### src/rtl/countdown_timer.sv
// countdown_timer: keypad-driven MM:SS countdown timer.
//   clk, rst (async, active-low)
//   sw_timer             timer-mode switch, gates entry/start while idle
//   key_valid, key_code  one-cycle keypad event (0-9 digit, 10 '*', 11 '#')
//   tm_running/paused/alarm   one-hot state flags (all zero when idle)
//   tm_init_min/sec      time latched at the last successful start
//   tm_rem_min/sec       remaining time
module countdown_timer #(
  parameter int TICK_DIV  = 50_000_000,
  parameter int ALARM_SEC = 30
) (
  input  logic       clk,
  input  logic       rst,
  input  logic       sw_timer,
  input  logic       key_valid,
  input  logic [3:0] key_code,
  output logic       tm_running,
  output logic       tm_paused,
  output logic       tm_alarm,
  output logic [5:0] tm_init_min,
  output logic [5:0] tm_init_sec,
  output logic [5:0] tm_rem_min,
  output logic [5:0] tm_rem_sec
);
  localparam int PW = (TICK_DIV  > 1) ? $clog2(TICK_DIV)  : 1;
  localparam int AW = (ALARM_SEC > 1) ? $clog2(ALARM_SEC) : 1;

  typedef enum logic [1:0] {IDLE, RUN, PAUSE, ALARM} state_t;

  state_t              state_q, state_d;
  logic [3:0][3:0]     dig_q, dig_d;      // d3 d2 d1 d0, read as MM:SS
  logic [PW-1:0]       presc_q, presc_d;
  logic [AW-1:0]       asec_q, asec_d;    // seconds spent in ALARM
  logic [5:0]          imin_d, isec_d, rmin_d, rsec_d;

  logic                key_dig, key_star, key_hash, key_dismiss, tick;
  logic [PW-1:0]       presc_inc;
  logic [5:0]          start_min, start_sec, dmin, dsec;
  logic                dec_zero;

  function automatic logic [5:0] clamp59(input logic [3:0] hi, input logic [3:0] lo);
    logic [6:0] v;
    v = 7'(hi) * 7'd10 + 7'(lo);
    return (v > 7'd59) ? 6'd59 : v[5:0];
  endfunction

  always_comb begin
    key_dig     = key_valid && (key_code <= 4'd9);
    key_star    = key_valid && (key_code == 4'd10);
    key_hash    = key_valid && (key_code == 4'd11);
    key_dismiss = key_star || key_hash || (key_valid && key_code == 4'd0);
    tick        = (presc_q == PW'(TICK_DIV - 1));
    presc_inc   = tick ? '0 : presc_q + 1'b1;
    start_min   = clamp59(dig_q[3], dig_q[2]);
    start_sec   = clamp59(dig_q[1], dig_q[0]);
    if (tm_rem_sec != 6'd0) begin
      dmin = tm_rem_min;
      dsec = tm_rem_sec - 6'd1;
    end else begin
      dmin = tm_rem_min - 6'd1;
      dsec = 6'd59;
    end
    dec_zero = (dmin == 6'd0) && (dsec == 6'd0);
  end

  always_comb begin
    state_d = state_q;
    dig_d   = dig_q;
    presc_d = presc_q;
    asec_d  = asec_q;
    imin_d  = tm_init_min;
    isec_d  = tm_init_sec;
    rmin_d  = tm_rem_min;
    rsec_d  = tm_rem_sec;
    case (state_q)
      IDLE: begin
        presc_d = '0;
        asec_d  = '0;
        if (!sw_timer) begin
          dig_d = '0;
        end else if (key_dig) begin
          dig_d = {dig_q[2:0], key_code};
        end else if (key_star) begin
          dig_d = '0;
        end else if (key_hash && ((start_min | start_sec) != 6'd0)) begin
          imin_d  = start_min;
          isec_d  = start_sec;
          rmin_d  = start_min;
          rsec_d  = start_sec;
          state_d = RUN;
        end
      end
      RUN: begin
        presc_d = presc_inc;
        if (key_hash) begin
          // abort beats a coincident tick
          state_d = IDLE;
          rmin_d  = '0;
          rsec_d  = '0;
          dig_d   = '0;
          presc_d = '0;
        end else begin
          if (tick) begin
            rmin_d = dmin;
            rsec_d = dsec;
          end
          // reaching 00:00 beats a coincident pause
          if (tick && dec_zero) begin
            state_d = ALARM;
            asec_d  = '0;
          end else if (key_star) begin
            state_d = PAUSE;
          end
        end
      end
      PAUSE: begin
        // prescaler holds its value so the resumed second is not lengthened
        if (key_star) begin
          state_d = RUN;
        end else if (key_hash) begin
          state_d = IDLE;
          rmin_d  = '0;
          rsec_d  = '0;
          dig_d   = '0;
          presc_d = '0;
        end
      end
      ALARM: begin
        presc_d = presc_inc;
        rmin_d  = '0;
        rsec_d  = '0;
        if (key_dismiss) begin
          state_d = IDLE;
          dig_d   = '0;
        end else if (tick) begin
          if (asec_q == AW'(ALARM_SEC - 1)) begin
            state_d = IDLE;
            dig_d   = '0;
          end else begin
            asec_d = asec_q + 1'b1;
          end
        end
      end
      default: state_d = IDLE;
    endcase
  end

  always_ff @(posedge clk or negedge rst) begin
    if (!rst) begin
      state_q     <= IDLE;
      dig_q       <= '0;
      presc_q     <= '0;
      asec_q      <= '0;
      tm_running  <= 1'b0;
      tm_paused   <= 1'b0;
      tm_alarm    <= 1'b0;
      tm_init_min <= '0;
      tm_init_sec <= '0;
      tm_rem_min  <= '0;
      tm_rem_sec  <= '0;
    end else begin
      state_q     <= state_d;
      dig_q       <= dig_d;
      presc_q     <= presc_d;
      asec_q      <= asec_d;
      tm_running  <= (state_d == RUN);
      tm_paused   <= (state_d == PAUSE);
      tm_alarm    <= (state_d == ALARM);
      tm_init_min <= imin_d;
      tm_init_sec <= isec_d;
      tm_rem_min  <= rmin_d;
      tm_rem_sec  <= rsec_d;
    end
  end
endmodule

### config.mk
export PLATFORM = sky130hd
export DESIGN_NAME = countdown_timer
export DESIGN_NICKNAME = d
export VERILOG_FILES = /design/src/rtl/countdown_timer.sv
export SDC_FILE = /design/constraint.sdc
export NUM_CORES = 1
export LEC_CHECK = 0
export ABC_CLOCK_PERIOD_IN_PS = 3550
export CORE_MARGIN = 3
export CORE_UTILIZATION = 54
export CTS_CLUSTER_SIZE = 14
export DETAILED_ROUTE_END_ITERATION = 8
export HOLD_SLACK_MARGIN = 0.03
export PLACE_DENSITY = 0.77
export SYNTH_ARGS = -nofsm -noshare
export SYNTH_HDL_FRONTEND = slang
export SYNTH_SLANG_ARGS = --single-unit
export TNS_END_PERCENT = 5
### constraint.sdc
create_clock -name clk -period 3.55 [get_ports clk]
set_clock_uncertainty 0.1 [all_clocks]
set_input_delay 0.71 -clock clk [delete_from_list [all_inputs] [get_ports clk]]
set_output_delay 0.71 -clock clk [all_outputs]
set_load 0.02 [all_outputs]
==> results by group <==
Power
  – Power Dens Cells: 598 nW/µm²
  – Leakage power: 2.53 nW
  – Maximum VDD drop: 0.258 mV
  – Pwr Total: 0.00344 W

Detailed routing
  – Initial DRC count: 325
  – Via count: roughly 4400
  – Final wirelength: around 12000 µm
  – Final ANT Viol Nets: 0
  – DRT Pass-1 Iters: 5
  – Remaining DRCs: 0
  – Wire length per cell: roughly 17 µm
  – Vias per cell: 6.16

STA
  – Minimum clock period: 3.37 ns
  – Unrepaired setup endpoints after global routing: no
  – Endpoints failing hold: 0
  – Fmax: 297 MHz
  – Finish-stage setup viols: 0
  – Slew Viols, Final: 0
  – Slew HR: 0.332
  – Final period utilization: 0.950
  – Worst-margin pin slew: about 1.0 ns

Clock tree
  – CTS max path bufs: 2
  – Hold-fix buffers at CTS: 0
  – H-tree levels: 3
  – CTS clk-pin slew, worst paths: 0.09 ns
  – TritonCTS clock tree: yes
  – Clock Latency Late Sink: 0.36 ns
  – Num CTS Buffers: 9
  – Root buf cell: clkbuf_8
  – Clk sinks: 76

Synthesis
  – Share of the synthesized area in the top cell type: 0.378
  – Synth Area in Simple Gates: 0.227
  – Post-synthesis area per instance: 9.04 µm²
  – Synth Area in Adders: 0.0807
  – Post-synthesis cell type count: 71
  – Area of the mapped netlist: 5020 µm²
  – Synthesis warning total: 0
  – Compound-cell area share of the yosys netlist: 0.168
  – Main synth FF type: dfrtp_1
  – Leading area contributor after synthesis: dfrtp_1
  – Register area share after synthesis: 0.378
  – Post-synth net total: 594
  – Largest family of logic cells by synthesized area: simple AND/OR/NAND/NOR gates
  – Yosys reg bits: 76
  – Synth area leaders: dfrtp_1, ha_1, nand2_1
  – Proportion of synthesized area in mux cells: 0.0533
  – Ys async rst share: 1.00
  – Post-synth EDFFs: 0
  – XOR/XNOR share of the synthesized area: 0.0476
  – Syn Inst Count: between 500 and 600

Critical path
  – CP Class: register to register
  – Data arrival time of the worst path: around 3.6 ns
  – Endpoint class of the critical path: register
  – Worst reg2reg path startpoint: dig_q[9]
  – CP Data Required Time: 3.74 ns
  – Reg2reg setup slack: 0.18 ns
  – Crit. Startpoint: dig_q[9]
  – Critical path launch point type: register
  – Worst Path Max Fanout: 5

Global route
  – Global-route wire length before repair: 20300 µm
  – Total GRT Usage: 0.243
  – Antenna violations before repair: 0
  – Pin count of the biggest net entering global routing: 77
  – Total global routing overflow: 0
  – Vias in the first global route: ~4200

Die
  – Core area: 8890 µm²
  – Row count: 34
  – Die Span Y: 102 µm
  – I/O Pins: 35
  – Die X: 102 µm
  – Initial Utilization: 0.565
  – DIE AREA: 10500 µm²

Flow run
  – Max Cap Violations: 0

Cells and area
  – Diodes inserted: 0
  – Layout area overhead: 14.4%
  – Commonest non-fill, non-tap cell in the layout: dfrtp_1
  – Post-Layout Inst Area: between 5000 and 6000 µm²
  – Nets: 639
  – Most frequent cells in the layout: dfrtp_1, nand2_1, o21ai_0
  – Layout cells sized above 1: 0.0776
  – Finished Core Util: 0.646

Run status
  – Status: finished, final reports clean

Min path
  – HP Class: input port to asynchronous set/reset pin

Place
  – Port bufs: 34
  – Placed instance area: 5540 µm²
  – RePlAce Congestion: roughly 0.9
  – Hpwl dp: 8850 µm
## cells by family after synthesis
| logic type | after synthesis |
|---|---|
| adder cells (fa/ha/maj) | 30 |
| buffers and inverters | 56 |
| XOR/XNOR | 24 |
| AO/OA/AOI/OAI | 130 |
| AND/OR/NAND/NOR | 214 |
| flip-flops | 76 |
| multiplexers | 26 |
## cell usage after synthesis (3+ instances only)
cell and instances:
a21o_1 3, a21oi_1 20, a31oi_1 4, and2_1 7
and3_1 10, and4_1 5, clkbuf_1 13, dfrtp_1 76
fa_1 4, ha_1 26, inv_1 39, mux2_1 5
mux2i_1 20, nand2_1 63, nand2b_1 6, nand3_1 23
nand4_1 8, nor2_1 35, nor2b_1 10, nor3_1 12
nor4_1 5, o211ai_1 5, o21a_1 7, o21ai_0 40
o21ai_1 11, o22ai_1 3, o2bb2ai_1 5, o31ai_1 8
or3_1 7, or4_1 4, xnor2_1 5, xor2_1 17
## metal layers
| layer | vias to the layer above | track usage | part of all wire | wire, µm |
|---|---|---|---|---|
| met5 | - | 0 | 0 | 0 |
| met4 | 0 | 0.0666 | 0.015 | 183 |
| met3 | 22 | 0.0430 | 0.065 | 784 |
| met2 | 178 | 0.376 | 0.45 | 5410 |
| met1 | 2103 | 0.352 | 0.47 | 5750 |
| li1 | 2093 | - | - | - |
## stage by stage
step | cells | hold WS, ns | setup TNS, ns | worst slack [ns]
5_1_grt | 714 | 0.420 | 0 | 0.0166
3_5_place_dp | 697 | 0.375 | -0.244 | -0.0627
4_1_cts | 713 | 0.395 | 0 | 0.102
6_report | 714 | 0.364 | 0 | 0.178
2_1_floorplan | 556 | 0.314 | 0 | 0.260
3_3_place_gp | 697 | 0.369 | 0 | 0.0388
## area by class of cell
class / instances / area (µm²)
clock inverter: 6 / 63.8
fill: 716 / 3140
timing repair buffer: 50 / 458
inverter: 40 / 150
clock buffer: 10 / 128
sequential: 76 / 1900
tap: 108 / 135
multi-input combinational: 424 / 2910
## state kept, by name, summed over array words and instances, names as in the netlist
register and cells:
tm_rem_min 6, state_q 2, dig_q 16, presc_q 26, tm_running 1, tm_init_sec 6
tm_rem_sec 6, tm_alarm 1, asec_q 5, tm_paused 1, tm_init_min 6
## where the power goes
group	switching [W]	internal, W
Clock	0.000340	0.000325
Combinational	0.000930	0.000680
Sequential	0.000173	0.000991
## what timing repair did
action / CTS / global route
setup endpoints to repair: 4 / 3
buffers inserted: 0 / 1
pin swaps: 0 / 1
endpoints found under the hold margin: 0 / 0
resized for setup: 1 / 1
## worst max-delay path, stage by stage (launching register included)
cell and delay, ns:
dfrtp_1 0.40, ha_1 0.18, inv_1 0.05, fa_1 0.58
or4b_1 0.44, or4_1 0.49, a211oi_2 0.28, o21ai_1 0.22
a211oi_2 0.39, and2_1 0.19
## worst paths after layout
path | end | depth (start not counted)
min reg2reg | tm_init_sec[4] | 1
max in group asynchronous | tm_running | 1
max | tm_paused | 9
max reg2reg | tm_paused | 9
min in group clk | tm_init_sec[4] | 1
min | tm_init_sec[1] | 1
Power figures use the tool's default switching activity.
